### config.mk
export PLATFORM = sky130hd
export DESIGN_NAME = sp_fifo_ctrl
export DESIGN_NICKNAME = d
export VERILOG_FILES = /design/src/rtl/sp_fifo_ctrl_pkg.sv /design/src/rtl/sp_fifo_ptr.sv /design/src/rtl/sp_fifo_ctrl.sv
export SDC_FILE = /design/constraint.sdc
export NUM_CORES = 1
export LEC_CHECK = 0
export CORE_MARGIN = 10
export CORE_UTILIZATION = 40
export DETAILED_ROUTE_END_ITERATION = 8
export PLACE_DENSITY = 0.87
export SYNTH_ARGS = -nofsm -noshare
export SYNTH_HDL_FRONTEND = slang
export SYNTH_SLANG_ARGS = --single-unit
### constraint.sdc
create_clock -name clk -period 3.35 [get_ports clk]
set_input_delay 0.67 -clock clk [delete_from_list [all_inputs] [get_ports clk]]
set_output_delay 0.67 -clock clk [all_outputs]
set_load 0.01 [all_outputs]
### src/rtl/sp_fifo_ctrl_pkg.sv
// Shared constants and types for the single-port FIFO controller.
// Depth/width helpers are functions so each instance derives them from its own ADDR_LEN.
package sp_fifo_ctrl_pkg;

  localparam int unsigned DEF_DATA_LEN = 32'd32;
  localparam int unsigned DEF_ADDR_LEN = 32'd2;

  // What the single matrix port is doing this cycle
  typedef enum logic [1:0] {
    OP_IDLE = 2'd0,
    OP_WR   = 2'd1,
    OP_RD   = 2'd2,
    OP_BYP  = 2'd3
  } port_op_e;

  function automatic int unsigned fifo_depth(input int unsigned addr_len);
    return 32'd1 << addr_len;
  endfunction

  function automatic int unsigned cnt_width(input int unsigned addr_len);
    return addr_len + 32'd1;
  endfunction

endpackage

### src/rtl/sp_fifo_ptr.sv
// Wrapping ADDR_LEN-bit pointer with synchronous clear (priority) and increment.
module sp_fifo_ptr #(
  parameter int unsigned ADDR_LEN = 32'd2
) (
  input  logic                clk,
  input  logic                rst,
  input  logic                clr,
  input  logic                inc,
  output logic [ADDR_LEN-1:0] ptr
);

  // Pointer register, wraps modulo 2**ADDR_LEN by natural overflow
  always_ff @(posedge clk or posedge rst) begin
    if (rst) begin
      ptr <= {ADDR_LEN{1'b0}};
    end else if (clr) begin
      ptr <= {ADDR_LEN{1'b0}};
    end else if (inc) begin
      ptr <= ptr + ADDR_LEN'(1'b1);
    end else begin
      ptr <= ptr;
    end
  end

endmodule

### src/rtl/sp_fifo_ctrl.sv
// Valid/ready FIFO controller for a single-port flop matrix with an empty-bypass output slot.
// Optional high-watermark output enabled by defining SP_FIFO_HWM_EN.
module sp_fifo_ctrl
  import sp_fifo_ctrl_pkg::*;
#(
  parameter int unsigned DATA_LEN = DEF_DATA_LEN,
  parameter int unsigned ADDR_LEN = DEF_ADDR_LEN
) (
  input  logic                clk,
  input  logic                rst,
  input  logic                flush,
  input  logic                in_valid,
  output logic                in_ready,
  input  logic [DATA_LEN-1:0] in_data,
  output logic                out_valid,
  input  logic                out_ready,
  output logic [DATA_LEN-1:0] out_data,
  output logic                mem_wen,
  output logic [ADDR_LEN-1:0] mem_addr,
  output logic [DATA_LEN-1:0] mem_wdata,
  input  logic [DATA_LEN-1:0] mem_rdata,
  output logic [ADDR_LEN:0]   level
`ifdef SP_FIFO_HWM_EN
  ,
  output logic [ADDR_LEN:0]   hwm
`endif
);

  localparam int unsigned      CNT_W    = cnt_width(ADDR_LEN);
  localparam logic [CNT_W-1:0] DEPTH_C  = CNT_W'(fifo_depth(ADDR_LEN));
  localparam logic [CNT_W-1:0] CNT_ZERO = {CNT_W{1'b0}};
  localparam logic [CNT_W-1:0] CNT_ONE  = CNT_W'(1'b1);

  logic [CNT_W-1:0]    cnt_r;
  logic [CNT_W-1:0]    cnt_nxt_s;
  logic                out_valid_r;
  logic [DATA_LEN-1:0] out_data_r;
  logic [ADDR_LEN-1:0] wptr_s;
  logic [ADDR_LEN-1:0] rptr_s;
  logic                pop_s;
  logic                slot_free_s;
  logic                rd_s;
  logic                byp_s;
  logic                wr_s;
  logic                in_ready_s;
  port_op_e            op_s;

  // Per-cycle port decode; a refill read always beats an enqueue
  always_comb begin
    pop_s       = out_valid_r & out_ready;
    slot_free_s = ~out_valid_r | pop_s;
    rd_s        = slot_free_s & (cnt_r != CNT_ZERO);
    byp_s       = slot_free_s & (cnt_r == CNT_ZERO) & in_valid;
    in_ready_s  = ~flush & ((slot_free_s & (cnt_r == CNT_ZERO)) |
                            (~rd_s & (cnt_r < DEPTH_C)));
    wr_s        = in_valid & in_ready_s & ~byp_s;
    if (rd_s) begin
      op_s = OP_RD;
    end else if (byp_s) begin
      op_s = OP_BYP;
    end else if (wr_s) begin
      op_s = OP_WR;
    end else begin
      op_s = OP_IDLE;
    end
  end

  // Next occupancy of the array (output slot not included)
  always_comb begin
    cnt_nxt_s = cnt_r;
    if (flush) begin
      cnt_nxt_s = CNT_ZERO;
    end else begin
      case (op_s)
        OP_WR:   cnt_nxt_s = cnt_r + CNT_ONE;
        OP_RD:   cnt_nxt_s = cnt_r - CNT_ONE;
        default: cnt_nxt_s = cnt_r;
      endcase
    end
  end

  sp_fifo_ptr #(.ADDR_LEN(ADDR_LEN)) u_wptr (
    .clk (clk),
    .rst (rst),
    .clr (flush),
    .inc (op_s == OP_WR),
    .ptr (wptr_s)
  );

  sp_fifo_ptr #(.ADDR_LEN(ADDR_LEN)) u_rptr (
    .clk (clk),
    .rst (rst),
    .clr (flush),
    .inc (op_s == OP_RD),
    .ptr (rptr_s)
  );

  // Occupancy counter
  always_ff @(posedge clk or posedge rst) begin
    if (rst) begin
      cnt_r <= CNT_ZERO;
    end else begin
      cnt_r <= cnt_nxt_s;
    end
  end

  // Output slot: refill from the array or bypass; flush keeps the data word
  always_ff @(posedge clk or posedge rst) begin
    if (rst) begin
      out_valid_r <= 1'b0;
      out_data_r  <= {DATA_LEN{1'b0}};
    end else if (flush) begin
      out_valid_r <= 1'b0;
    end else begin
      case (op_s)
        OP_RD: begin
          out_valid_r <= 1'b1;
          out_data_r  <= mem_rdata;
        end
        OP_BYP: begin
          out_valid_r <= 1'b1;
          out_data_r  <= in_data;
        end
        default: begin
          if (pop_s) begin
            out_valid_r <= 1'b0;
          end else begin
            out_valid_r <= out_valid_r;
          end
        end
      endcase
    end
  end

`ifdef SP_FIFO_HWM_EN
  logic [CNT_W-1:0] hwm_r;

  // High watermark of array occupancy
  always_ff @(posedge clk or posedge rst) begin
    if (rst) begin
      hwm_r <= CNT_ZERO;
    end else if (flush) begin
      hwm_r <= CNT_ZERO;
    end else if (cnt_nxt_s > hwm_r) begin
      hwm_r <= cnt_nxt_s;
    end else begin
      hwm_r <= hwm_r;
    end
  end

  assign hwm = hwm_r;
`endif

  assign in_ready  = in_ready_s;
  assign mem_wen   = (op_s == OP_WR) & ~flush;
  assign mem_addr  = (op_s == OP_RD) ? rptr_s : wptr_s;
  assign mem_wdata = in_data;
  assign level     = cnt_r;
  assign out_valid = out_valid_r;
  assign out_data  = out_data_r;

endmodule
==> summary.txt, run 1 <==
Setup bufs post-CTS = 0
Core area = 0.00544 mm^2
M2 GR Usage = 0.264
CTS max path bufs = 2
Setup ws final = 0.332 ns
Worst-path cell chain = clkdlybuf4s50_1 -> nor2b_2 -> buf_4 -> o21a_1 -> clkdlybuf4s50_1
Synthesized area per cell = 11.2 um^2
Die H = 94.4 um
Finished Cell Area = 0.00361 mm^2
CTS root buffer = clkbuf_8
CTS tree = built
Skew final = 0.00596 ns
H-tree depth = 2
Overflow after GRT = 0
Vias = 2012
GPL Wtd Cong = 0.792
Required time worst endpoint = 2.68 ns
Final HPWL DP = 5.56 mm
Met1 track utilization from global routing = 0.177
Family with the most delay on the worst path = buffers and inverters
Post-layout nets = 370
Vias in the first global route = 2074
Die footprint = 0.00892 mm^2
CP Buf/Inv Count = 3
Share of the synthesized area in the top cell type = 0.452
Routed wire length = 7.20 mm
Initial cell density of the core = 0.407
WS Path Type = in -> out
Wire length per cell = 19.3 um
Share of cells above drive strength 1 = 0.186
CP endpoint kind = primary output
Antenna Cells = 0
Critical Path Slowest Stage Cell = clkdlybuf4s50_1
Synth Cell Area = 0.00222 mm^2
Crit path largest cell delay = 0.54 ns
Clock latency on the worst-skew pair = 0.28 ns
Antenna violations before repair = 0
PwrDens = 762 mW/mm^2
Max-cap violation count = 0
Final setup vio count = 0
Reg clk slew, reported paths = 0.08 ns
Fin util = 0.663
CTS Sinks = 40
Synthesis warning total = 0
Routed Antenna Nets = 0
Net count of the mapped netlist = 267
Crit start category = input pin
IO Port Bufs = 140
Slew @ Worst Pin = 0.497 ns
TritonCTS Buffers = 5
Dpl ws = 0.355 ns
Dpl cells = 365
Flops & latches, synth = 40
Most used cell, CP = clkdlybuf4s50_1
Layout area overhead = 62.8%
GR peak layer = met2
IO Pins = 141
Hold Path Class = reg -> reg
Hold slack = 0.560 ns
Largest net degree at the start of global routing = 45
Drt pass-1 iters = 4
DRC = 0
Worst EP arrival = 2.35 ns
Final hold viol count = 0
Post-DR vias/cell = 5.39
Fin crit share = 0.901
Total power = 2.75 mW
Seq/Total Area, Yosys = 0.452
Fin cells = 373
Tot GR Track Use = 0.152
First-pass GRT wire length = 11.1 mm
Largest cells by area after synthesis = dfrtp_1 (45%), o221a_2 (16%), or4_1 (11%), buf_4 (11%), clkbuf_1 (2.2%)
Setup_tns = 0 ns
Die width = 94.4 um
IR Drop Worst-Case VDD = 470 uV
Initial DRC Count = 114
Site Rows = 27
Post-synth top area cell = dfrtp_1
RSZ-0062 raised after global routing = false
Leak = 1.36 nW
Synth cell types = 32
CP max FO = 42
Synth Instances = 197
Final Max Tran Viols = 0
Max Freq = 0.331 GHz
Worst slew margin = 0.669
Placed inst area = 0.00345 mm^2
Post-CTS Hold Fix Bufs = 0
Resized cells post-CTS = 0
Status = finished, final reports clean
Grt met3 use = 0.0587
Min Tclk post-route = 3.02 ns
==> worst reg2reg max path, cell delays in order, from the launching register on <==
cell,delay [ns]
dfrtp_1,0.48
nor3_1,0.27
nor2_1,0.13
fa_1,0.40
or4_2,0.64
a31oi_1,0.18
==> per-layer routing <==
metal	wire, um	part of all wire
met5	0	0
met4	49	0.0068
met3	640	0.089
met2	3680	0.51
met1	2830	0.39
==> area by class of cell <==
type | count | area (um^2)
Fill cell | 448 | 1830
Clock buffer | 5 | 68.8
Sequential cell | 40 | 1000
Multi-Input combinational cell | 103 | 892
Clock inverter | 3 | 90.1
Timing Repair Buffer | 147 | 1450
Inverter | 3 | 11.3
Tap cell | 72 | 90.1
==> state kept, by name, summed over array words and instances (netlist names) <==
signal      flops
out_data       32
level           3
u_wptr.ptr      2
out_valid       1
u_rptr.ptr      2
==> cell usage in the layout, fill, tap and decap left out, types with 2 or more instances in the layout <==
master             n
nor2_1             5
buf_4              7
o21ai_0            2
o221a_2           32
inv_1              3
clkdlybuf4s50_1  140
a21oi_1            3
clkbuf_8           5
mux2_2             3
or4_1             33
or3_1              2
bufinv_16          3
nand2b_1           3
dfrtp_1           40
==> cells in the mapped netlist <==
library cell	instances
and3b_1	1
o21ai_0	2
a211oi_1	1
nor2_1	5
nor3_1	2
clkbuf_2	3
mux2_2	3
or3_1	2
mux2i_1	1
dfrtp_1	40
or4_2	1
clkbuf_1	13
a21oi_1	3
nor2b_1	2
inv_1	3
a2bb2oi_1	1
nand2_1	1
o21a_1	1
nand2b_1	3
and4bb_2	1
buf_2	3
a31oi_1	1
o31ai_1	1
xnor2_1	1
or4_1	33
a31o_2	1
fa_1	1
nor4_1	1
buf_4	32
or4b_4	1
o221a_2	32
and2_1	1
==> cell families (layout without fill, tap and decap cells) <==
kind of cell             after synthesis  in the layout  share of synthesized area
AO/OA/AOI/OAI                         43             43                      0.195
XOR/XNOR                               1              1                    0.00395
adder cells (fa/ha/maj)                1              1                    0.00903
buffers and inverters                 54            158                      0.149
flip-flops                            40             40                      0.452
multiplexers                           4              4                     0.0198
AND/OR/NAND/NOR                       54             54                      0.172
==> where the power goes <==
group / total (mW) / switching [mW] / leakage, nW / internal [mW]
Sequential: 0.842 / 0.146 / 0.457 / 0.696
Combinational: 1.37 / 0.536 / 0.826 / 0.832
Clock: 0.538 / 0.165 / 0.0784 / 0.373
==> worst paths after layout <==
path / from / depth (start not counted) / slack (ns) / end
max: out_ready / 5 / 0.33 / in_ready
max reg2reg: level[1] / 5 / 1.18 / level[2]
min in group asynchronous: rst / 3 / 0.82 / out_data[1]
max in group asynchronous: rst / 3 / 2.18 / out_data[22]
min reg2reg: u_rptr.ptr[1] / 2 / 0.56 / u_rptr.ptr[1]
min: u_rptr.ptr[1] / 2 / 0.56 / u_rptr.ptr[1]
No activity file was read; power rests on OpenSTA's default activity.
==> inputs of run 2 (changes only) <==
--- a/config.mk
+++ b/config.mk
@@ -5,6 +5,7 @@
 export SDC_FILE = /design/constraint.sdc
 export NUM_CORES = 1
 export LEC_CHECK = 0
+export CORE_ASPECT_RATIO = 0.8
 export CORE_MARGIN = 10
 export CORE_UTILIZATION = 40
 export DETAILED_ROUTE_END_ITERATION = 8
==> run 2 against run 1 <==
  * Global-route usage increased by 0.49 points
  * Fmax increased by 0.92%
  * Combinational power about the same
  * Sequential cell count unchanged
  * Clock power decreased by 15%
  * Clock skew increased by 0.0036 ns
  * Core utilization decreased by 0.44 points
  * Critical path type unchanged
  * Largest power group unchanged
==> summary.txt, run 2 (synthesis gave the netlist of run 1 again) <==
Most frequent cells in the layout = clkdlybuf4s50_1 (140), dfrtp_1 (40), or4_1 (33) (unchanged)
Antenna Cells = 0 (unchanged)
Skew final = 0.00960 ns (was 0.00596 ns)
Worst EP arrival = 2.32 ns (was 2.35 ns)
Min Tclk post-route = 2.99 ns (was 3.02 ns)
Routed wire length = 7.34 mm (was 7.20 mm)
Largest net degree at the start of global routing = 45 (unchanged)
Final Max Tran Viols = 0 (unchanged)
Wire length per cell = 20.2 um (was 19.3 um)
Max-cap violation count = 0 (unchanged)
Die H = 86.6 um (was 94.4 um)
CP endpoint kind = primary output (unchanged)
Commonest non-fill, non-tap cell in the layout = clkdlybuf4s50_1 (unchanged)
Routed Antenna Nets = 0 (unchanged)
Die footprint = 0.00894 mm^2 (was 0.00892 mm^2)
Critical Path Slowest Stage Cell = clkdlybuf4s50_1 (unchanged)
Site Rows = 24 (was 27)
CTS Sinks = 40 (unchanged)
PwrDens = 751 mW/mm^2 (was 762 mW/mm^2)
Tot GR Track Use = 0.157 (was 0.152)
Crit path largest cell delay = 0.52 ns (was 0.54 ns)
Worst-path cell chain = clkdlybuf4s50_1 -> nor2b_2 -> nor2_1 -> mux2_2 -> clkdlybuf4s50_1 (was clkdlybuf4s50_1 -> nor2b_2 -> buf_4 -> o21a_1 -> clkdlybuf4s50_1)
RSZ-0062 raised after global routing = false (unchanged)
Reg clk slew, reported paths = 0.08 ns (about the same)
Clock latency on the worst-skew pair = 0.28 ns (about the same)
Die width = 103 um (was 94.4 um)
Final hold viol count = 0 (unchanged)
CTS tree = built (unchanged)
Share of cells above drive strength 1 = 0.181 (was 0.186)
Post-CTS Hold Fix Bufs = 0 (unchanged)
Setup_tns = 0 ns (unchanged)
Layout area overhead = 60.7% (was 62.8%)
Hold slack = 0.560 ns (about the same)
Max reg flops = 32 (unchanged)
IR Drop Worst-Case VDD = 461 uV (was 470 uV)
Core area = 0.00541 mm^2 (was 0.00544 mm^2)
Fin crit share = 0.893 (was 0.901)
TritonCTS Buffers = 5 (unchanged)
CP max FO = 4 (was 42)
Placed inst area = 0.00343 mm^2 (was 0.00345 mm^2)
CTS max path bufs = 2 (unchanged)
Slew @ Worst Pin = 0.939 ns (was 0.497 ns)
Register area = 0.00100 mm^2 (unchanged)
Most used cell, CP = clkdlybuf4s50_1 (unchanged)
Finished Cell Area = 0.00356 mm^2 (was 0.00361 mm^2)
Final setup vio count = 0 (unchanged)
Post-DR vias/cell = 5.52 (was 5.39)
Required time worst endpoint = 2.68 ns (about the same)
Max Freq = 0.334 GHz (was 0.331 GHz)
Footprint of the multi-input gates = 892 um^2 (unchanged)
Antenna violations before repair = 0 (unchanged)
DRC = 0 (unchanged)
Vias = 2008 (was 2012)
Crit start category = input pin (unchanged)
Leak = 1.34 nW (was 1.36 nW)
Filler cell count = 432 (was 448)
Overflow after GRT = 0 (unchanged)
GPL Wtd Cong = 0.797 (was 0.792)
Vias in the first global route = 2102 (was 2074)
First-pass GRT wire length = 11.4 mm (was 11.1 mm)
Final HPWL DP = 5.62 mm (was 5.56 mm)
Drt pass-1 iters = 4 (unchanged)
IO Port Bufs = 140 (unchanged)
CTS root buffer = clkbuf_8 (unchanged)
Post-layout nets = 369 (was 370)
IO Pins = 141 (unchanged)
Status = finished, final reports clean (unchanged)
H-tree depth = 2 (unchanged)
Setup bufs post-CTS = 0 (unchanged)
WS Path Type = in -> out (unchanged)
Worst slew margin = 0.370 (was 0.669)
Initial DRC Count = 56 (was 114)
Hold Path Class = reg -> reg (unchanged)
Initial cell density of the core = 0.410 (was 0.407)
Resized cells post-CTS = 0 (unchanged)
==> run 2: layout make-up <==
cell class / instances / area share
clock buffer: 5 / 0.0193
sequential: 40 / 0.281
multi-input combinational: 103 / 0.251
clock inverter: 2 / 0.0169
timing repair buffer: 146 / 0.406
tap: 65 / 0.0228
inverter: 3 / 0.00316
==> run 2: worst paths after layout <==
kind                       slack (ns)  cells past startpoint        start            end
setup / recovery                 0.36                      5    out_ready    mem_addr[0]
hold / removal                   0.56                      1  out_data[8]    out_data[8]
setup reg to reg                 1.15                      5     level[2]       level[2]
hold reg to reg                  0.56                      1  out_data[8]    out_data[8]
max in group asynchronous        1.89                      3          rst  u_rptr.ptr[1]
min in group asynchronous        0.79                      2          rst   out_data[29]
==> run 2: power breakdown <==
part | total (mW) | internal, mW | switching (mW)
logic | 1.38 | 0.829 | 0.548
registers | 0.840 | 0.696 | 0.144
clock network | 0.458 | 0.293 | 0.165
total | 2.68 | 1.82 | 0.857
==> run 2: worst max-delay path: cells and delay by family <==
family / cells / cell delay (ns)
buffers and inverters: 2 / 1.00
multiplexers: 1 / 0.36
AND/OR/NAND/NOR: 2 / 0.28
==> run 2: layer usage <==
layer | GRT usage | vias to the layer above | part of all wire
li1 | - | 951 | -
met1 | 0.186 | 974 | 0.42
met2 | 0.271 | 81 | 0.49
met3 | 0.0597 | 2 | 0.089
met4 | 0.0189 | 0 | 0.0011
met5 | 0 | - | 0
==> run 2: metrics by stage <==
stage               instances  utilization  setup WS [ns]  total power, mW
detailed placement        357        0.635          0.355             2.24
CTS                       364        0.659          0.353             2.71
global placement          357        0.635          0.382             2.20
finish                    364        0.659          0.360             2.68
global route              364        0.659          0.265             2.84
floorplan                 197            -          0.763             1.54
==> inputs of run 3 (changes only) <==
--- a/config.mk
+++ b/config.mk
@@ -8,6 +8,7 @@
 export CORE_ASPECT_RATIO = 0.8
 export CORE_MARGIN = 10
 export CORE_UTILIZATION = 40
+export CTS_CLUSTER_DIAMETER = 30
 export DETAILED_ROUTE_END_ITERATION = 8
 export PLACE_DENSITY = 0.87
 export SYNTH_ARGS = -nofsm -noshare
==> results of run 3 <==
Final layout, timing and power as in run 2 (identical DEF).
